===== src/rtl/ntt_pkg.sv =====
// Constants shared by the NTT coefficient slicer and packer so both agree on lane order.
// Lane 0 is the most significant W-bit field of a packed word.
package ntt_pkg;
   localparam int COEF_W     = 8;
   localparam int PACK_LANES = 8;

   function automatic int clog2(input int value);
      int r;
      r = 0;
      while ((1 << r) < value) r = r + 1;
      return r;
   endfunction
endpackage


===== src/rtl/pack_out_reg.sv =====
// Single-entry output holding register, valid/ready. Load appears one cycle later.
// Backpressure: contents hold while out_valid && !out_ready; load and pop may share an edge.
module pack_out_reg #(
   parameter int DW = 64,
   parameter int CW = 4
) (
   input  logic          clk,
   input  logic          rst_n,
   input  logic          load,
   input  logic [DW-1:0] load_data,
   input  logic [CW-1:0] load_count,
   input  logic          out_ready,
   output logic          out_valid,
   output logic [DW-1:0] out_data,
   output logic [CW-1:0] out_count
);

   // The producer only asserts load when this register is empty or draining.
   always_ff @(posedge clk or negedge rst_n) begin
      if (!rst_n) begin
         out_valid <= 1'b0;
         out_data  <= '0;
         out_count <= '0;
      end else if (load) begin
         out_valid <= 1'b1;
         out_data  <= load_data;
         out_count <= load_count;
      end else if (out_valid && out_ready) begin
         out_valid <= 1'b0;
      end
   end

endmodule


===== src/rtl/data_pack.sv =====
// Serial-to-parallel packer: LANES W-bit coefficients into one word, first coefficient in the MSB lane; word valid the cycle after completion.
// Backpressure: non-completing coefficients always accepted; a completing one waits while the output is stalled.
module data_pack
   import ntt_pkg::*;
#(
   parameter int LANES = PACK_LANES,
   parameter int W     = COEF_W
) (
   input  logic                        clk,
   input  logic                        rst_n,
   input  logic                        in_valid,
   output logic                        in_ready,
   input  logic [W-1:0]                in_data,
   input  logic                        in_last,
   output logic                        out_valid,
   input  logic                        out_ready,
   output logic [LANES*W-1:0]          out_data,
   output logic [clog2(LANES+1)-1:0]   out_count
);

   localparam int CW = clog2(LANES + 1);
   localparam int IW = clog2(LANES);

   logic [IW-1:0]      lane_cnt;
   logic [LANES*W-1:0] asm_word;
   logic [LANES*W-1:0] merged;
   logic               completing;
   logic               accept;
   logic               word_done;

   assign completing = (lane_cnt == IW'(LANES - 1)) || in_last;
   assign in_ready   = !(out_valid && !out_ready) || !completing;
   assign accept     = in_valid && in_ready;
   assign word_done  = accept && completing;

   // Lanes beyond lane_cnt are still zero, so the completed word needs no masking.
   always_comb begin
      merged = asm_word;
      for (int l = 0; l < LANES; l++) begin
         if (lane_cnt == IW'(l)) merged[LANES*W-1-l*W -: W] = in_data;
      end
   end

   always_ff @(posedge clk or negedge rst_n) begin
      if (!rst_n) begin
         lane_cnt <= '0;
         asm_word <= '0;
      end else if (word_done) begin
         lane_cnt <= '0;
         asm_word <= '0;
      end else if (accept) begin
         lane_cnt <= lane_cnt + IW'(1);
         asm_word <= merged;
      end
   end

   pack_out_reg #(
      .DW (LANES * W),
      .CW (CW)
   ) u_out_reg (
      .clk        (clk),
      .rst_n      (rst_n),
      .load       (word_done),
      .load_data  (merged),
      .load_count (CW'(lane_cnt) + CW'(1)),
      .out_ready  (out_ready),
      .out_valid  (out_valid),
      .out_data   (out_data),
      .out_count  (out_count)
   );

endmodule


===== config.mk =====
export PLATFORM = sky130hd
export DESIGN_NAME = data_pack
export DESIGN_NICKNAME = d
export VERILOG_FILES = /design/src/rtl/ntt_pkg.sv /design/src/rtl/pack_out_reg.sv /design/src/rtl/data_pack.sv
export SDC_FILE = /design/constraint.sdc
export NUM_CORES = 1
export LEC_CHECK = 0
export ABC_AREA = 0
export ABC_CLOCK_PERIOD_IN_PS = 2900
export BUFFER_PORTS_ARGS = -buffer_cell sky130_fd_sc_hd__buf_2
export CAP_MARGIN = 40
export CORE_MARGIN = 3
export CORE_UTILIZATION = 41
export CTS_BUF_LIST = sky130_fd_sc_hd__clkbuf_4
export DETAILED_ROUTE_END_ITERATION = 16
export PLACE_DENSITY = 0.66
export SETUP_SLACK_MARGIN = 0.3
export SLEW_MARGIN = 20
export SYNTH_ARGS = -nofsm -noshare
export SYNTH_HDL_FRONTEND = slang
export SYNTH_HIERARCHICAL = 1
export SYNTH_SLANG_ARGS = --single-unit

===== constraint.sdc =====
create_clock -name clk -period 2.9 [get_ports clk]
set_input_delay 0.145 -clock clk [delete_from_list [all_inputs] [get_ports clk]]
set_output_delay 0.145 -clock clk [all_outputs]
set_load 0.1 [all_outputs]

* Word-level counts from Yosys, hierarchy flattened *
Index checks and enable logic that the tools add are counted.

storage, ports and cells
  register bits after elaboration = 136
  latch bits = 0
  bits in writable memories = 0
  ROM bits = 0
  input bits = 13
  memories kept = 0

operators by class
  add/sub/neg operators = 2
  multipliers = 0
  divide/modulo/power cells = 0
  magnitude comparators = 0
  equality and inequality tests = 7
  shift-type cells = 0
  mux-type cells = 14
  bitwise logic cells = 0
  reductions and logical operators = 12

operators by type and width
  kind                                                 number
  2-to-1 mux 64 bit                                    2
  2-to-1 mux 8 bit                                     8
  equality test 3 bit, second input constant           4
  equality test 3 x 2 -> 1 bit, second input constant  2
  2-to-1 mux 3 bit                                     2
  adder 3 x 1 -> 4 bit, second input constant          1
  logical AND 1 bit                                    4
  nonzero test 2 bit                                   2
  adder 3 x 1 -> 3 bit, second input constant          1
  equality test 3 x 1 -> 1 bit, second input constant  1
  zero test 1 bit                                      3
  zero test 3 bit                                      1
  logical OR 1 bit                                     2
  2-to-1 mux 1 bit                                     2

* Depth between registers and ports, before layout *
Gate-level depths: netlist of run 1.

  depth in word-level cells = 7
  mapped depth = 10
  depth with buffers taken out = 6

* Cells and area by module *
Netlist of run 1, hierarchy kept.

modules (own cells, without submodules)
  module        times used  cells an instance  area each (µm²)  sequential area each (µm²)
  data_pack     1           469                4165.2           1676.6
  pack_out_reg  1           147                2596.2           1726.7

* Least setup slack after synthesis of run 1 *
OpenSTA, ideal clock, no wires.

  path type = register to register
  start = reg u_out_reg.out_valid
  end = reg u_out_reg.out_data[52]
  setup time = 0.126 ns
  arrival = 2.086 ns
  setup slack = 0.688 ns
  cell stages (with the launch flop) = 8
  cells stage by stage = dfrtp_1 nand2b_1 nand3b_1 inv_1 buf_6 buf_6 buf_6 mux2_4

on the way
  cells in the longest elaborated chain, start to end = 5

RTL lines
  what                    line                RTL
  start, declared         pack_out_reg.sv:13  output logic out_valid,
  start signal, assigned  pack_out_reg.sv:21  out_valid <= 1'b0;
  start signal, assigned  pack_out_reg.sv:25  out_valid <= 1'b1;
  start signal, assigned  pack_out_reg.sv:29  out_valid <= 1'b0;
  logical AND 1 bit       data_pack.sv:32     assign in_ready = !(out_valid && !out_ready) || !completing;
  zero test 1 bit         data_pack.sv:32
  logical OR 1 bit        data_pack.sv:32
  logical AND 1 bit       data_pack.sv:33     assign accept = in_valid && in_ready;
  logical AND 1 bit       data_pack.sv:34     assign word_done = accept && completing;
  net word_done           data_pack.sv:29     logic word_done;
  end signal, assigned    pack_out_reg.sv:26  out_data <= load_data;
  end, declared           pack_out_reg.sv:14  output logic [DW-1:0] out_data,

The timed path passes the listed nets, and every way through them passes these cells.
A chain may end at the register's enable or synchronous reset.

* Worst setup path after layout of run 1 *
  start = reg lane_cnt[0]
  end = out in_ready

on the way
  cells in the longest elaborated chain, start to end = 4

RTL lines
  what                    line             RTL
  start, declared         data_pack.sv:24  logic [IW-1:0] lane_cnt;
  start signal, assigned  data_pack.sv:52  lane_cnt <= lane_cnt + IW'(1);
  equality test 3 bit     data_pack.sv:31  assign completing = (lane_cnt == IW'(LANES - 1)) || in_last;
  logical OR 1 bit        data_pack.sv:31
  zero test 1 bit         data_pack.sv:32
  logical OR 1 bit        data_pack.sv:32
  end, declared           data_pack.sv:12  output logic in_ready,

Every way passes these cells.

==> results of run 1 <==
[power groups by stage]
| stage | Clock, uW | Combinational (uW) | Sequential (uW) |
|---|---|---|---|
| after floorplan | 0 | 674 | 3590 |
| after global placement | 0 | 2320 | 2320 |
| after detailed placement | 0 | 2370 | 2330 |
| after CTS | 1420 | 2370 | 2290 |
| after global routing | 1510 | 2470 | 2320 |
| final | 1380 | 2360 | 2290 |
[cells in the mapped netlist (9+ instances only)]
master | count | area share
and2_1 | 11 | 0.010
buf_2 | 24 | 0.018
buf_6 | 15 | 0.025
clkbuf_1 | 15 | 0.0083
dfrtp_1 | 136 | 0.50
inv_1 | 54 | 0.030
mux2_2 | 75 | 0.12
mux2_4 | 9 | 0.020
nand2_1 | 53 | 0.029
nand3_1 | 96 | 0.071
o211ai_2 | 40 | 0.074
o21ai_0 | 34 | 0.025
o21ai_1 | 16 | 0.012
[worst register-to-register path, cell delays in order, from the launching register on]
cell	delay, ns
dfrtp_1	0.41
ha_1	0.21
ha_2	0.36
nor2_2	0.11
nand3b_1	0.31
inv_2	0.16
buf_4	0.34
mux2_2	0.40
[state kept, by name, indices dropped and copies added, names as in the netlist]
register and flops:
u_out_reg/out_data 64, u_out_reg/out_count 4, asm_word 64, lane_cnt 3, u_out_reg/out_valid 1
[per-layer routing]
metal	up-vias	part of all wire	GRT usage
li1	2251	-	-
met1	2406	0.44	0.239
met2	127	0.49	0.288
met3	26	0.051	0.0465
met4	0	0.018	0.0577
met5	-	0	0
[layout by cell type (no fill, tap or decap), drive strengths merged, types with 3 or more instances in the layout]
master       instances
ha                   6
o21ai               50
clkbuf              18
a22o                 8
dfrtp              136
o211ai              48
nand3               96
nor2b                3
bufinv               4
nand2               53
clkinvlp             4
inv                 55
clkinv               4
buf                 93
and2                11
mux2                84
dlygate4sd3          4
nand2b               4
[cell type report]
type | instances | area [um2]
timing repair buffer | 97 | 609
inverter | 54 | 203
sequential | 136 | 3400
multi-input combinational | 372 | 2810
clock buffer | 18 | 135
clock inverter | 13 | 179
fill | 1484 | 8390
tap | 216 | 270
[worst paths after layout]
| check | slack, ns | cells after the start | end |
|---|---|---|---|
| min in group asynchronous | 0.13 | 3 | asm_word[48] |
| worst min register to register | 0.50 | 1 | asm_word[3] |
| worst max register to register | 0.50 | 7 | u_out_reg/out_data[4] |
| worst max-delay path | 0.48 | 5 | in_ready |
| worst min-delay path | 0.06 | 3 | asm_word[22] |
| max in group asynchronous | 2.12 | 4 | asm_word[29] |
[repair_timing]
item	4_1_cts	5_1_grt
endpoints found under the setup margin	0	61
hold endpoints to repair	83	0
hold buffers	4	0
gates resized for setup	0	1
[stage by stage]
| stage | instances | util | total power, uW |
|---|---|---|---|
| 2_1_floorplan | 616 | - | 4260 |
| 3_3_place_gp | 870 | 0.452 | 4640 |
| 3_5_place_dp | 870 | 0.452 | 4700 |
| 4_1_cts | 905 | 0.474 | 6080 |
| 5_1_grt | 906 | 0.476 | 6310 |
| 6_report | 906 | 0.476 | 6030 |
[cell families after synthesis]
kind of cell,synth area share
adder cells (fa/ha/maj),0.0111
multiplexers,0.146
AND/OR/NAND/NOR,0.125
AO/OA/AOI/OAI,0.133
flip-flops,0.503
buffers and inverters,0.0811
==> results.md, run 1 <==
- Worst path cell trace: ha_1, ha_2, nor2_2, or2_2, buf_2
- TritonCTS Sinks: approximately 140
- Area after DPL: roughly 7200 um2
- CP max-delay cell: dfrtp_1
- Sum Neg Setup Slack: 0 ns
- CP Capture Type: output port
- Clock latency at the later pin of the worst-skew pair: between 0.5 and 0.6 ns
- Peak VDD IR: 0.615 mV
- Die height: roughly 130 um
- Core Area: between 15000 and 20000 um2
- Clock skew: 0.0131 ns
- Psw: between 2000 and 3000 uW
- Total Routed Length: 15.5 mm
- Mapped Cells: between 600 and 700
- H-tree levels: 4
- Final nets: 697
- Comb power frac: 0.392
- FP Rows: 46
- Crit path largest cell delay: between 0.4 and 0.5 ns
- # port buffers: 82
- Clk slew on worst S/H paths: roughly 0.12 ns
- Commonest register cell after synthesis: dfrtp_1
- Seq pwr share: 0.379
- Initial Util: 0.423
- Ys Warns: 6
- Syn-to-layout area delta: 12.6%
- Status: finished, final reports clean
- Die ar.: approximately 18000 um2
- Syn nets: ~640
- Final hold slack: about 0.063 ns
- Crit path launch type: flop
- Crit-path max FO: 10
- CP bufs+invs: 1
- Dpl ws: between 0.4 and 0.5 ns
- # setup viols final: 0
- Max-Cap Viols: 0
- DR WL/cell: around 17 um
- Avg Cell Area, Syn: approximately 11 um2
- Initial antenna violation count: 0
- Final instance area: 7610 um2
- Reg2Reg Launch Point: lane_cnt[0]
- Minimum clock period: around 2.4 ns
- Grt ovf: 0
- Hold Vio Cnt, Final: 0
- Vias per cell: 5.31
- Cts bufs inserted: 17
- Gpl congestion: between 0.7 and 0.8
- Worst Path Arrival: between 2 and 2.5 ns
- Worst Setup SP: lane_cnt[0]
- Final slew viol count: 0
- Critical path's top delay family: adder cells
- Setup repair bufs after CTS: 0
- Setup ws final: 0.485 ns
- Worst-Margin Slew: 0.755 ns
- Global-route wire length before repair: 25.5 mm
- Share of synthesized registers carrying an async set or reset: 1.00
- Pwr dens: between 700 and 800 nW/um2
- #FFs+latches synth: 136
- Drt first pass iters: 4
- Sw Ratio: 0.449
- Top-level port count: 83
- Hold crit path type: in2reg
- Seq/Total Area, Yosys: 0.503
- Iter 0 DRT Violations: 409
- Crit Path Class: reg2out
- WP data required: around 2.8 ns
- # DRC: 0
- Die W: approximately 130 um
- Post-synthesis cell type count: 27
- Clk root buf: clkbuf_4
- Post-synth EDFFs: 0
- Final ANT Viol Nets: 0
- Cell area after synthesis: 6760 um2
- Gr usage total: 0.179
- Pin count of the biggest net entering global routing: 91
- Diode count: 0
- TritonCTS clock tree: built
- Internal: 3320 uW
- Final period util: 0.833
- Share of cells above drive strength 1: 0.372
- Vias in the first global route: 4862
- RSZ-0062 raised after global routing: false
- DP Wirelength: ~10 mm
- Leakage: about 0.0037 uW
- Fmax achieved: ~410 MHz
- Clock share of power: 0.229
- Vias post-DR: slightly below 5000
- Slew headroom: 0.494
- Max clock buf depth: 2
- Worst Hold Launch: in_data[6]
(Power assumes the default switching activity.)
==> run 2, diff against run 1 <==
--- a/config.mk
+++ b/config.mk
@@ -5,15 +5,15 @@
 export SDC_FILE = /design/constraint.sdc
 export NUM_CORES = 1
 export LEC_CHECK = 0
-export ABC_AREA = 0
-export ABC_CLOCK_PERIOD_IN_PS = 2900
+export ABC_AREA = 1
+export ABC_CLOCK_PERIOD_IN_PS = 2200
 export BUFFER_PORTS_ARGS = -buffer_cell sky130_fd_sc_hd__buf_2
 export CAP_MARGIN = 40
 export CORE_MARGIN = 3
 export CORE_UTILIZATION = 41
 export CTS_BUF_LIST = sky130_fd_sc_hd__clkbuf_4
 export DETAILED_ROUTE_END_ITERATION = 16
-export PLACE_DENSITY = 0.66
+export PLACE_DENSITY = 0.68
 export SETUP_SLACK_MARGIN = 0.3
 export SLEW_MARGIN = 20
 export SYNTH_ARGS = -nofsm -noshare
==> constraint.sdc (replaced) <==
create_clock -name clk -period 2.2 [get_ports clk]
set_input_delay 0.11 -clock clk [delete_from_list [all_inputs] [get_ports clk]]
set_output_delay 0.11 -clock clk [all_outputs]
set_load 0.1 [all_outputs]
==> run 2 against run 1 <==
Register-to-register slack worse by 0.09 ns. First-iteration DRC count is 14% higher. Global-route usage is 0.80 points higher. Die area is 10% lower. Clock skew is 0.0073 ns higher. Synthesized cell count is 24% higher. Clock power is 51% higher. Clock-buffer cell count is 1 higher. Design area is 5.6% lower.
==> results.md, run 2 <==
- Status: finished, final reports clean
- Seq/Total Area, Yosys: 0.563
- WP data required: between 2 and 2.5 ns
- Fmax achieved: 557 MHz
- Commonest cells in the netlist: 475 x nand2_1, 136 x dfrtp_1, 30 x o21ai_0
- DR WL/cell: approximately 14 um
- Total Routed Length: around 14 mm
- Vias in the first global route: 4693
- Global-route wire length before repair: ~24 mm
- Clk slew on worst S/H paths: 0.12 ns
- # DRC: 0
- Ys Warns: 6
- Leakage: 0.00426 uW
- Clk root buf: clkbuf_4
- Most frequent cells in the layout: 472 x nand2_1, 135 x dfrtp_1, 80 x buf_2, 26 x o21ai_0, 25 x nand3_1
- Top Registers: asm_word: 64 flops, u_out_reg/out_data: 64 flops, u_out_reg/out_count: 4 flops
- Iter 0 DRT Violations: 466
- Avg Cell Area, Syn: between 7 and 8 um2
- Biggest area consumer among synthesized cells: dfrtp_1
- H-tree levels: 4
- Peak VDD IR: 0.697 mV
- Largest family of logic cells by synthesized area: simple AND/OR/NAND/NOR gates
- CP Capture Type: output port
- Simple-gate share of the synthesized area: 0.330
- Clock latency at the later pin of the worst-skew pair: about 0.56 ns
- Minimum clock period: approximately 1.8 ns
- Share of cells above drive strength 1: 0.172
- Syn nets: 785
- Final period util: 0.816
- Max clock buf depth: 2
- RSZ-0062 raised after global routing: false
- Drt first pass iters: 5
- Initial antenna violation count: 1
- Hold Vio Cnt, Final: 0
- Final slew viol count: 0
- Gpl congestion: about 0.8
- Initial Util: 0.427
- Cell area after synthesis: slightly above 6000 um2
- Pin count of the biggest net entering global routing: 63
- Commonest non-fill, non-tap cell in the layout: nand2_1
- Mux cell area share after synthesis: 0
- Crit Path Class: reg2out
- # port buffers: 82
- Die ar.: between 15000 and 20000 um2
- Worst-Margin Slew: about 0.55 ns
- Cts bufs inserted: 17
- Syn-to-layout area delta: 18.9%
- Dpl ws: roughly 0.31 ns
- TritonCTS Sinks: ~140
- Setup ws final: about 0.40 ns
- Share of synthesized registers carrying an async set or reset: 1.00
- Worst Path Arrival: between 1.5 and 2 ns
- Post-synthesis cell type count: 21
- Post-Synth XOR/XNOR Area: 0
- #FFs+latches synth: between 100 and 150
- Core Area: roughly 14000 um2
- Vias per cell: between 4 and 5
- Commonest register cell after synthesis: dfrtp_1
- Slew headroom: 0.633
- Top-area cell type share of the netlist area: 0.563
- Clock skew: 0.0204 ns
- Sum Neg Setup Slack: 0 ns
- Hold crit path type: in2async
- Vias post-DR: just under 5000
- TritonCTS clock tree: built
- Grt ovf: 0
- Top-level port count: 83
- Max-Cap Viols: 0
- Pwr dens: 1030 nW/um2
- Final nets: 880
- Die height: 127 um
- Die W: between 100 and 150 um
- Adder-Cell Fraction of Synth Area: 0.0124
- Synth Area in Compound Gates: 0.0344
- Crit-path max FO: 3
- Mapped Cells: about 770
- Gr usage total: 0.187
- Crit path launch type: flop
- Ranking of synthesized cells by area: dfrtp_1 56%, nand2_1 30%, o21ai_0 2.5%
- FP Rows: 43
- Final ANT Viol Nets: 0
- FILL cells: between 1000 and 1500
- Most common cell in the synthesized netlist: nand2_1
- DP Wirelength: approximately 9.2 mm
- # setup viols final: 0
- Post-synth EDFFs: 0
==> run 2: worst paths after layout <==
path	start	end	slack (ns)	depth (start not counted)
setup / recovery	lane_cnt[1]	in_ready	0.40	6
hold / removal	rst_n	u_out_reg/out_data[16]	0.08	3
setup reg to reg	lane_cnt[1]	lane_cnt[0]	0.41	7
hold reg to reg	asm_word[7]	asm_word[7]	0.48	2
max in group asynchronous	rst_n	u_out_reg/out_data[32]	1.33	4
min in group clk	in_last	asm_word[4]	0.19	7
==> run 2: critical path: stages (launching register included) <==
cell and delay [ns]:
dfrtp_1 0.40, ha_2 0.21, ha_4 0.16, inv_4 0.05, nand2_4 0.05, nand2_4 0.08, buf_12 0.17
==> run 2: logic make-up (layout without fill, tap and decap cells) <==
group | count (synthesis) | count (layout)
AO/OA/AOI/OAI | 40 | 40
adder cells (fa/ha/maj) | 6 | 6
buffers and inverters | 67 | 175
flip-flops | 136 | 136
other | 0 | 1
AND/OR/NAND/NOR | 517 | 517
==> run 2: timing repair <==
action | CTS | global route
setup buffers | 2 | 1
hold buffers | 13 | 0
pin swaps | 0 | 1
hold endpoints to repair | 186 | 0
setup endpoints to repair | 9 | 22
gates resized for setup | 7 | 9
==> run 2: area by class of cell <==
| type | count | area [um2] | area share |
|---|---|---|---|
| Multi-Input combinational cell | 563 | 2310 | 0.322 |
| Clock buffer | 19 | 143 | 0.0199 |
| Clock inverter | 13 | 223 | 0.0310 |
| Tap cell | 180 | 225 | 0.0313 |
| Timing Repair Buffer | 115 | 766 | 0.107 |
| Inverter | 28 | 110 | 0.0153 |
| Sequential cell | 136 | 3400 | 0.474 |
| Antenna cell | 1 | 2.50 | 0.000348 |
==> run 2: metal layers <==
metal / global-route usage / routed length (um) / up-vias
li1: - / - / 2534
met1: 0.267 / 6760 / 2299
met2: 0.278 / 6690 / 115
met3: 0.0489 / 856 / 17
met4: 0.0644 / 136 / 0
met5: 0 / 0 / -
==> run 2: report_power, final <==
| part | total [uW] | internal (uW) | switching [uW] |
|---|---|---|---|
| registers | 2930 | 2770 | 153 |
| logic | 2410 | 415 | 2000 |
| clock network | 2090 | 1150 | 935 |
==> run 2: metrics by stage <==
stage               instance area (um2)  cells  utilization  hold WS (ns)  total power, uW
finish                             7180   1055        0.508        0.0805             7430
global route                       7180   1055        0.508        0.0731             7770
CTS                                7140   1052        0.505        0.0605             7480
detailed placement                 6610   1005        0.467        0.0166             5350
global placement                   6610   1005        0.467        0.0191             5330
floorplan                          6050    766            -        -0.186             4880
